--- config.mk ---
export PLATFORM = sky130hd
export DESIGN_NAME = mem_bus_arb_flat
export DESIGN_NICKNAME = d
export VERILOG_FILES = /design/src/rtl/mem_bus_arb_if.sv /design/src/rtl/mem_bus_arb.sv /design/src/flat_wrapper.sv
export SDC_FILE = /design/constraint.sdc
export NUM_CORES = 1
export LEC_CHECK = 0
export CAP_MARGIN = 10
export CORE_ASPECT_RATIO = 1.75
export CORE_MARGIN = 5
export CORE_UTILIZATION = 46
export CTS_BUF_LIST = sky130_fd_sc_hd__clkbuf_8
export DETAILED_ROUTE_END_ITERATION = 10
export HOLD_SLACK_MARGIN = 0.05
export PLACE_DENSITY = 0.88
export SLEW_MARGIN = 30
export SYNTH_ARGS = -nofsm -noshare
export SYNTH_HDL_FRONTEND = slang
export SYNTH_SLANG_ARGS = --single-unit
export TNS_END_PERCENT = 10
--- constraint.sdc ---
create_clock -name clk -period 4.46 [get_ports clk]
set_clock_uncertainty 0.05 [all_clocks]
set_input_delay 0.669 -clock clk [delete_from_list [all_inputs] [get_ports clk]]
set_output_delay 0.669 -clock clk [all_outputs]
set_load 0.005 [all_outputs]
--- src/rtl/mem_bus_arb_if.sv ---
// rtl/mem_bus_arb_if.sv - fetch/LSU/bus signal bundle for the memory bus arbiter

interface mem_bus_arb_if #(
    parameter int AW = 32,
    parameter int DW = 32
);
    logic              ifu_req;
    logic [AW-1:0]     ifu_addr;
    logic              ifu_gnt;
    logic              ifu_rvalid;
    logic [DW-1:0]     ifu_rdata;

    logic              lsu_req;
    logic              lsu_we;
    logic [DW/8-1:0]   lsu_be;
    logic [AW-1:0]     lsu_addr;
    logic [DW-1:0]     lsu_wdata;
    logic              lsu_gnt;
    logic              lsu_rvalid;
    logic [DW-1:0]     lsu_rdata;

    logic              flush;
    logic              stall_req;

    logic              bus_req;
    logic              bus_we;
    logic [DW/8-1:0]   bus_be;
    logic [AW-1:0]     bus_addr;
    logic [DW-1:0]     bus_wdata;
    logic              bus_gnt;
    logic              bus_rvalid;
    logic [DW-1:0]     bus_rdata;

    // Arbiter side
    modport slave (
        input  ifu_req, ifu_addr,
        output ifu_gnt, ifu_rvalid, ifu_rdata,
        input  lsu_req, lsu_we, lsu_be, lsu_addr, lsu_wdata,
        output lsu_gnt, lsu_rvalid, lsu_rdata,
        input  flush,
        output stall_req,
        output bus_req, bus_we, bus_be, bus_addr, bus_wdata,
        input  bus_gnt, bus_rvalid, bus_rdata
    );

    // Requester and memory side
    modport master (
        output ifu_req, ifu_addr,
        input  ifu_gnt, ifu_rvalid, ifu_rdata,
        output lsu_req, lsu_we, lsu_be, lsu_addr, lsu_wdata,
        input  lsu_gnt, lsu_rvalid, lsu_rdata,
        output flush,
        input  stall_req,
        input  bus_req, bus_we, bus_be, bus_addr, bus_wdata,
        output bus_gnt, bus_rvalid, bus_rdata
    );
endinterface

--- src/rtl/mem_bus_arb.sv ---
// rtl/mem_bus_arb.sv - LSU-over-IFU memory bus arbiter with anti-starvation and fetch flush

module mem_bus_arb #(
    parameter int AW         = 32,
    parameter int DW         = 32,
    parameter int STARVE_MAX = 4
) (
    input  logic          clk,
    input  logic          rst_n,
    mem_bus_arb_if.slave  port
);
    localparam int BW = DW / 8;
    localparam int CW = $clog2(STARVE_MAX + 1);
    localparam logic [CW-1:0] STARVE_LIM = CW'(STARVE_MAX);

    typedef enum logic [1:0] {S_IDLE, S_REQ, S_RESP} state_t;

    state_t          state_q, state_d;
    logic            owner_ifu_q;
    logic            drop_q;
    logic [CW-1:0]   starve_q;
    logic [AW-1:0]   addr_q;
    logic            we_q;
    logic [BW-1:0]   be_q;
    logic [DW-1:0]   wdata_q;
    logic            ifu_rvalid_q, lsu_rvalid_q;
    logic [DW-1:0]   ifu_rdata_q, lsu_rdata_q;

    logic            idle;
    logic            ifu_win, lsu_win;
    logic            resp_fire;
    logic            ifu_deliver;

    always_comb begin
        idle        = (state_q == S_IDLE);
        ifu_win     = idle & port.ifu_req & (~port.lsu_req | (starve_q == STARVE_LIM));
        lsu_win     = idle & port.lsu_req & ~ifu_win;
        resp_fire   = (state_q == S_RESP) & port.bus_rvalid;
        // A flush arriving with the response still kills it
        ifu_deliver = resp_fire & owner_ifu_q & ~drop_q & ~port.flush;

        state_d = state_q;
        case (state_q)
            S_IDLE:  if (ifu_win | lsu_win) state_d = S_REQ;
            S_REQ:   if (port.bus_gnt)      state_d = S_RESP;
            S_RESP:  if (port.bus_rvalid)   state_d = S_IDLE;
            default: state_d = S_IDLE;
        endcase
    end

    always_ff @(posedge clk or negedge rst_n) begin
        if (!rst_n) state_q <= S_IDLE;
        else        state_q <= state_d;
    end

    always_ff @(posedge clk or negedge rst_n) begin
        if (!rst_n) begin
            owner_ifu_q  <= 1'b0;
            drop_q       <= 1'b0;
            starve_q     <= '0;
            addr_q       <= '0;
            we_q         <= 1'b0;
            be_q         <= '0;
            wdata_q      <= '0;
            ifu_rvalid_q <= 1'b0;
            lsu_rvalid_q <= 1'b0;
            ifu_rdata_q  <= '0;
            lsu_rdata_q  <= '0;
        end else begin
            if (ifu_win) begin
                owner_ifu_q <= 1'b1;
                addr_q      <= port.ifu_addr;
                we_q        <= 1'b0;
                be_q        <= '1;
                wdata_q     <= '0;
            end else if (lsu_win) begin
                owner_ifu_q <= 1'b0;
                addr_q      <= port.lsu_addr;
                we_q        <= port.lsu_we;
                be_q        <= port.lsu_be;
                wdata_q     <= port.lsu_wdata;
            end

            // Counts LSU wins that left a waiting fetch behind
            if (idle) begin
                if (ifu_win || !port.ifu_req)
                    starve_q <= '0;
                else if (lsu_win && starve_q != STARVE_LIM)
                    starve_q <= starve_q + 1'b1;
            end

            if (state_d == S_IDLE)
                drop_q <= 1'b0;
            else if (!idle && owner_ifu_q && port.flush)
                drop_q <= 1'b1;

            ifu_rvalid_q <= ifu_deliver;
            lsu_rvalid_q <= resp_fire & ~owner_ifu_q;
            if (ifu_deliver)
                ifu_rdata_q <= port.bus_rdata;
            if (resp_fire && !owner_ifu_q)
                lsu_rdata_q <= port.bus_rdata;
        end
    end

    assign port.ifu_gnt    = ifu_win;
    assign port.lsu_gnt    = lsu_win;
    assign port.ifu_rvalid = ifu_rvalid_q;
    assign port.ifu_rdata  = ifu_rdata_q;
    assign port.lsu_rvalid = lsu_rvalid_q;
    assign port.lsu_rdata  = lsu_rdata_q;
    assign port.stall_req  = (port.ifu_req & ~ifu_win) | (owner_ifu_q & ~idle & ~drop_q);
    assign port.bus_req    = (state_q == S_REQ);
    assign port.bus_we     = we_q;
    assign port.bus_be     = be_q;
    assign port.bus_addr   = addr_q;
    assign port.bus_wdata  = wdata_q;
endmodule

--- src/flat_wrapper.sv ---
// flat-port wrapper written by rule: the top's interface ports become plain ports
module mem_bus_arb_flat 
#(
    parameter int AW         = 32,
    parameter int DW         = 32,
    parameter int STARVE_MAX = 4
)
  (clk, rst_n, port_ifu_req, port_ifu_addr, port_ifu_gnt, port_ifu_rvalid, port_ifu_rdata, port_lsu_req, port_lsu_we, port_lsu_be, port_lsu_addr, port_lsu_wdata, port_lsu_gnt, port_lsu_rvalid, port_lsu_rdata, port_flush, port_stall_req, port_bus_req, port_bus_we, port_bus_be, port_bus_addr, port_bus_wdata, port_bus_gnt, port_bus_rvalid, port_bus_rdata);
  mem_bus_arb_if #(.AW(AW), .DW(DW)) port_i ();
  input  logic clk;
  input  logic rst_n;
  input wire logic [$bits(port_i.ifu_req)-1:0] port_ifu_req;
  input wire logic [$bits(port_i.ifu_addr)-1:0] port_ifu_addr;
  output wire logic [$bits(port_i.ifu_gnt)-1:0] port_ifu_gnt;
  output wire logic [$bits(port_i.ifu_rvalid)-1:0] port_ifu_rvalid;
  output wire logic [$bits(port_i.ifu_rdata)-1:0] port_ifu_rdata;
  input wire logic [$bits(port_i.lsu_req)-1:0] port_lsu_req;
  input wire logic [$bits(port_i.lsu_we)-1:0] port_lsu_we;
  input wire logic [$bits(port_i.lsu_be)-1:0] port_lsu_be;
  input wire logic [$bits(port_i.lsu_addr)-1:0] port_lsu_addr;
  input wire logic [$bits(port_i.lsu_wdata)-1:0] port_lsu_wdata;
  output wire logic [$bits(port_i.lsu_gnt)-1:0] port_lsu_gnt;
  output wire logic [$bits(port_i.lsu_rvalid)-1:0] port_lsu_rvalid;
  output wire logic [$bits(port_i.lsu_rdata)-1:0] port_lsu_rdata;
  input wire logic [$bits(port_i.flush)-1:0] port_flush;
  output wire logic [$bits(port_i.stall_req)-1:0] port_stall_req;
  output wire logic [$bits(port_i.bus_req)-1:0] port_bus_req;
  output wire logic [$bits(port_i.bus_we)-1:0] port_bus_we;
  output wire logic [$bits(port_i.bus_be)-1:0] port_bus_be;
  output wire logic [$bits(port_i.bus_addr)-1:0] port_bus_addr;
  output wire logic [$bits(port_i.bus_wdata)-1:0] port_bus_wdata;
  input wire logic [$bits(port_i.bus_gnt)-1:0] port_bus_gnt;
  input wire logic [$bits(port_i.bus_rvalid)-1:0] port_bus_rvalid;
  input wire logic [$bits(port_i.bus_rdata)-1:0] port_bus_rdata;
  assign port_i.ifu_req = port_ifu_req;
  assign port_i.ifu_addr = port_ifu_addr;
  assign port_ifu_gnt = port_i.ifu_gnt;
  assign port_ifu_rvalid = port_i.ifu_rvalid;
  assign port_ifu_rdata = port_i.ifu_rdata;
  assign port_i.lsu_req = port_lsu_req;
  assign port_i.lsu_we = port_lsu_we;
  assign port_i.lsu_be = port_lsu_be;
  assign port_i.lsu_addr = port_lsu_addr;
  assign port_i.lsu_wdata = port_lsu_wdata;
  assign port_lsu_gnt = port_i.lsu_gnt;
  assign port_lsu_rvalid = port_i.lsu_rvalid;
  assign port_lsu_rdata = port_i.lsu_rdata;
  assign port_i.flush = port_flush;
  assign port_stall_req = port_i.stall_req;
  assign port_bus_req = port_i.bus_req;
  assign port_bus_we = port_i.bus_we;
  assign port_bus_be = port_i.bus_be;
  assign port_bus_addr = port_i.bus_addr;
  assign port_bus_wdata = port_i.bus_wdata;
  assign port_i.bus_gnt = port_bus_gnt;
  assign port_i.bus_rvalid = port_bus_rvalid;
  assign port_i.bus_rdata = port_bus_rdata;
  mem_bus_arb #(.AW(AW), .DW(DW), .STARVE_MAX(STARVE_MAX)) u_core (.clk(clk), .rst_n(rst_n), .port(port_i));
endmodule
After elaboration in Yosys (flattened, before gate mapping)
Index checks and enable logic that the tools add are counted.
{"block": "word_totals", "regBits": 142}
{"block": "classes", "n_addsub": 1, "eq_ne": 4, "n_mux": 18, "bitwise_logic": 21, "reduce_logical": 14}
{"operator": "two-way mux 32 bit", "n": 4}
{"operator": "AND 1 bit", "n": 12}
{"operator": "two-way mux 4 bit", "n": 2}
{"operator": "two-way mux 1 bit", "n": 6}
{"operator": "two-way mux 2 bit", "n": 3}
{"operator": "two-way mux 3 bit", "n": 2}
{"operator": "inverter 1 bit", "n": 6}
{"operator": "one-hot mux 2 bit (3 select lines)", "n": 1}
{"operator": "nonzero test 2 bit", "n": 3}
{"operator": "logical AND 1 bit", "n": 4}
{"operator": "zero test 2 bit", "n": 2}
{"operator": "adder 3 x 1 -> 3 bit, second input constant", "n": 1}
{"operator": "equality test 3 bit, second input constant", "n": 1}
{"operator": "zero test 1 bit", "n": 3}
{"operator": "!= test 3 bit, second input constant", "n": 1}
{"operator": "bitwise OR 1 bit", "n": 3}
{"operator": "equality test 2 x 1 -> 1 bit, second input constant", "n": 1}
{"operator": "equality test 2 bit, second input constant", "n": 1}
{"operator": "AND reduction 2 bit", "n": 1}
{"operator": "logical OR 1 bit", "n": 1}

Depth between registers and ports, before layout
{"block": "logic_depth", "word_depth": 10, "ltp_mapped": 7, "ltp_nobuf": 6}

Worst setup path after synthesis
OpenSTA, ideal clock, no wires.
{"block": "synth_timing", "path_kind": "input-to-output", "start": "input port port_lsu_req", "end": "output port port_ifu_gnt", "t_arrival_ns": 1.469, "t_required_ns": 3.741, "path_slack_ns": 2.272, "cell_stages": 5, "n_path_buf": 2, "cell_sequence": "buf_2 -> a21bo_2 -> nand3_1 -> buf_2 -> inv_1"}
{"block": "synth_via", "elab_chain_cells": 3}
{"item": "from (decl)", "line_no": "flat_wrapper.sv:17", "text": "input wire logic [$bits(port_i.lsu_req)-1:0] port_lsu_req;"}
{"item": "inverter 1 bit", "line_no": "mem_bus_arb.sv:36", "text": "ifu_win = idle & port.ifu_req & (~port.lsu_req | (starve_q == STARVE_LIM));"}
{"item": "bitwise OR 1 bit", "line_no": "mem_bus_arb.sv:36"}
{"item": "AND 1 bit", "line_no": "mem_bus_arb.sv:36"}
{"item": "to (decl)", "line_no": "flat_wrapper.sv:14", "text": "output wire logic [$bits(port_i.ifu_gnt)-1:0] port_ifu_gnt;"}
Every way passes these cells.

Worst setup path in the final report
Ends and elaborated chain as after synthesis.

==> impl_metrics.py <==
metrics = {
    "run_status": {
        "outcome": "finished clean",
    },
    "final_layout": {
        "mostFrequentLayoutCell": "clkdlybuf4s50_1",
        "layout_common_cells": "277 x clkdlybuf4s50_1, 142 x dfrtp_1, 35 x mux2_2",
        "final_nets": 833,
        "area.sequential_um2": 3550,
        "drive_gt1_frac": 0.163,
        "nFillCells": 875,
        "stdcell_count": 875,
        "diodes": 0,
        "multiInputGateArea_um2": 2240,
        "area_growth_pct": 55.7,
    },
    "floorplan": {
        "rows": 55,
        "dieArea_um2": 15500,
        "chipHeight_um": 161,
        "coreArea_um2": 12900,
        "start_util": 0.465,
        "chipWidth_um": 96.2,
        "boundaryPins": 279,
    },
    "global_route": {
        "antenna_found_initial": 0,
        "busiest_layer": "met2",
        "grt_usage": 0.245,
        "grt_pass1_wl_um": 28900,
        "grt_pass1_vias": 5253,
        "grt_use_met1": 0.270,
        "met2_usage": 0.423,
        "grt_max_degree": 63,
        "use_met3": 0.0661,
        "grt_overflow_total": 0,
    },
    "clock_network": {
        "cts.repair.resized": 0,
        "cts_root_buf": "clkbuf_8",
        "cts_max_level": 4,
        "cts_buffer_depth": 2,
        "cts.clk_slew.worst_paths_ns": 0.08,
        "cts_tree": "done",
        "numCtsBuffers": 17,
        "postCtsSetupRepairBufs": 0,
        "cts.sinks": 142,
        "cts_hold_buf": 0,
        "insertion_delay_ns": 0.43,
    },
    "drt": {
        "detail_route.wirelength_um": 18800,
        "vias_per_cell": 5.52,
        "ant_nets": 0,
        "drc": 0,
        "wl_per_cell_um": 21.4,
        "num_vias": 4833,
        "drt-pass1-iter-count": 4,
        "first_iter_violations": 133,
    },
    "critical_path": {
        "critPathMaxFanout": 33,
        "end_kind": "output port",
        "critPathLaunchType": "primary input",
        "cp.arrival_ns": 2.86,
        "cp.required_ns": 3.74,
        "critical_path_class": "in -> out",
    },
    "sta": {
        "max_freq_mhz": 280,
        "timing.hold.ws_ns": 0.130,
        "finalSetupTns_ns": 0,
        "finalHoldViolCount": 0,
        "drv_slew": 0,
        "rsz0062_at_grt": "false",
        "fin_crit_ns": 3.58,
        "setup_violations": 0,
        "worst_pin_slew_ns": 0.709,
        "maxSlewHeadroom": 0.527,
        "finalCritPeriodShare": 0.802,
    },
    "job": {
        "max_cap_violations": 0,
    },
    "synth": {
        "synth_cell_types": 32,
        "netlist_area_um2": 5990,
        "async_flop_share": 1.00,
        "synth_cells": 422,
        "synth-edff-count": 0,
        "postSynthAreaPerCell_um2": 14.2,
        "syn_nets": 564,
        "ys_seq_area_frac": 0.594,
        "synth_warnings": 0,
        "ys_seq_elements": 142,
        "synthFlopType": "dfrtp_1",
    },
    "placed_design": {
        "dp_hpwl_um": 14000,
        "port-buffer-count": 278,
        "gp_congestion": 0.798,
        "post-place-cells": 842,
    },
    "min_path": {
        "min_path_type": "in -> async",
    },
    "pwr": {
        "clockPowerShare": 0.174,
        "switching_share": 0.313,
        "ir_drop_uv": 363,
        "power_frac_comb": 0.459,
        "p_leak_nw": 4.04,
        "switchingPower_mw": 1.91,
        "power_density_nw_per_um2": 654,
        "p_int_mw": 4.19,
        "seqPwrFrac": 0.367,
    },
}
==> cells by family after synthesis <==
logic type	Yosys count	synth area share
adders and majority gates	2	0.00418
buffers and inverters	45	0.0355
DFF	142	0.594
and+or+nand+nor	54	0.0663
muxes	64	0.139
AOI/OAI and AO/OA	115	0.162
==> cells in the mapped netlist, drive strengths merged (2+ instances only) <==
| cell | instances | share of area |
|---|---|---|
| dfrtp | 142 | 0.59 |
| mux2 | 64 | 0.14 |
| a22o | 33 | 0.048 |
| o21a | 33 | 0.041 |
| a311o | 32 | 0.054 |
| and4 | 32 | 0.047 |
| buf | 20 | 0.020 |
| clkbuf | 18 | 0.011 |
| o21ai | 7 | 0.0059 |
| inv | 6 | 0.0038 |
| nand2 | 5 | 0.0031 |
| nand3 | 4 | 0.0033 |
| nor2 | 4 | 0.0029 |
| o22a | 4 | 0.0059 |
| nand2b | 3 | 0.0031 |
| a21oi | 2 | 0.0017 |
| ha | 2 | 0.0042 |
==> final cells by class <==
type,instances,share of cell area
flip-flops and latches,142,0.381
repair buffers,288,0.309
multi-input cells,235,0.240
clock buffers,17,0.0251
well taps,171,0.0229
clock inverters,15,0.0188
inverters,7,0.00282
==> power by group through the flow <==
stage | clock network (mW) | registers, mW | logic [mW]
4_1_cts | 1.09 | 2.24 | 2.82
6_report | 1.06 | 2.24 | 2.80
2_1_floorplan | 0 | 2.24 | 1.14
3_5_place_dp | 0 | 2.26 | 2.81
3_3_place_gp | 0 | 2.22 | 2.72
5_1_grt | 1.15 | 2.31 | 2.99
==> per-layer routing <==
metal,wire [µm],up-vias
met2,9960,240
met4,856,0
met3,1340,55
met1,6590,2396
met5,0,-
li1,-,2142
==> worst paths after layout <==
path / start / endpoint / slack (ns) / cells after the start
hold / removal: rst_n / u_core.port.lsu_rdata[29]$_DFFE_PN0P_ / 0.13 / 1
setup / recovery: port_lsu_req / port_ifu_gnt / 0.88 / 6
min in group clk: u_core.port.bus_wdata[28]$_DFFE_PN0P_ / u_core.port.bus_wdata[28]$_DFFE_PN0P_ / 0.46 / 1
max in group asynchronous: rst_n / u_core.port.bus_wdata[4]$_DFFE_PN0P_ / 3.22 / 2
setup reg to reg: u_core.starve_q[0]$_DFFE_PN0P_ / u_core.port.bus_addr[10]$_DFFE_PN0P_ / 2.34 / 6
hold reg to reg: u_core.port.bus_wdata[28]$_DFFE_PN0P_ / u_core.port.bus_wdata[28]$_DFFE_PN0P_ / 0.46 / 1
==> worst max-delay path: stages <==
cell and delay, ns:
clkdlybuf4s50_1 0.55, a21bo_2 0.59, nand3_1 0.14, buf_4 0.28, inv_1 0.11, clkdlybuf4s50_1 0.50
==> state kept, by name, summed over array words and instances (netlist names), 2 cells and up <==
name,flops
u_core.port.bus_be,4
u_core.port.lsu_rdata,32
u_core.starve_q,3
u_core.port.bus_wdata,32
u_core.port.ifu_rdata,32
u_core.state_q,2
u_core.port.bus_addr,32
==> through the flow <==
stage	power, mW	setup slack, ns	cell area, µm²	util
after floorplan	3.39	2.27	5990	-
after global placement	4.93	0.974	8880	0.690
after detailed placement	5.07	0.908	8890	0.691
after CTS	6.15	0.895	9300	0.722
after global routing	6.45	0.767	9320	0.724
final	6.10	0.885	9320	0.724
(Power assumes the default switching activity.)
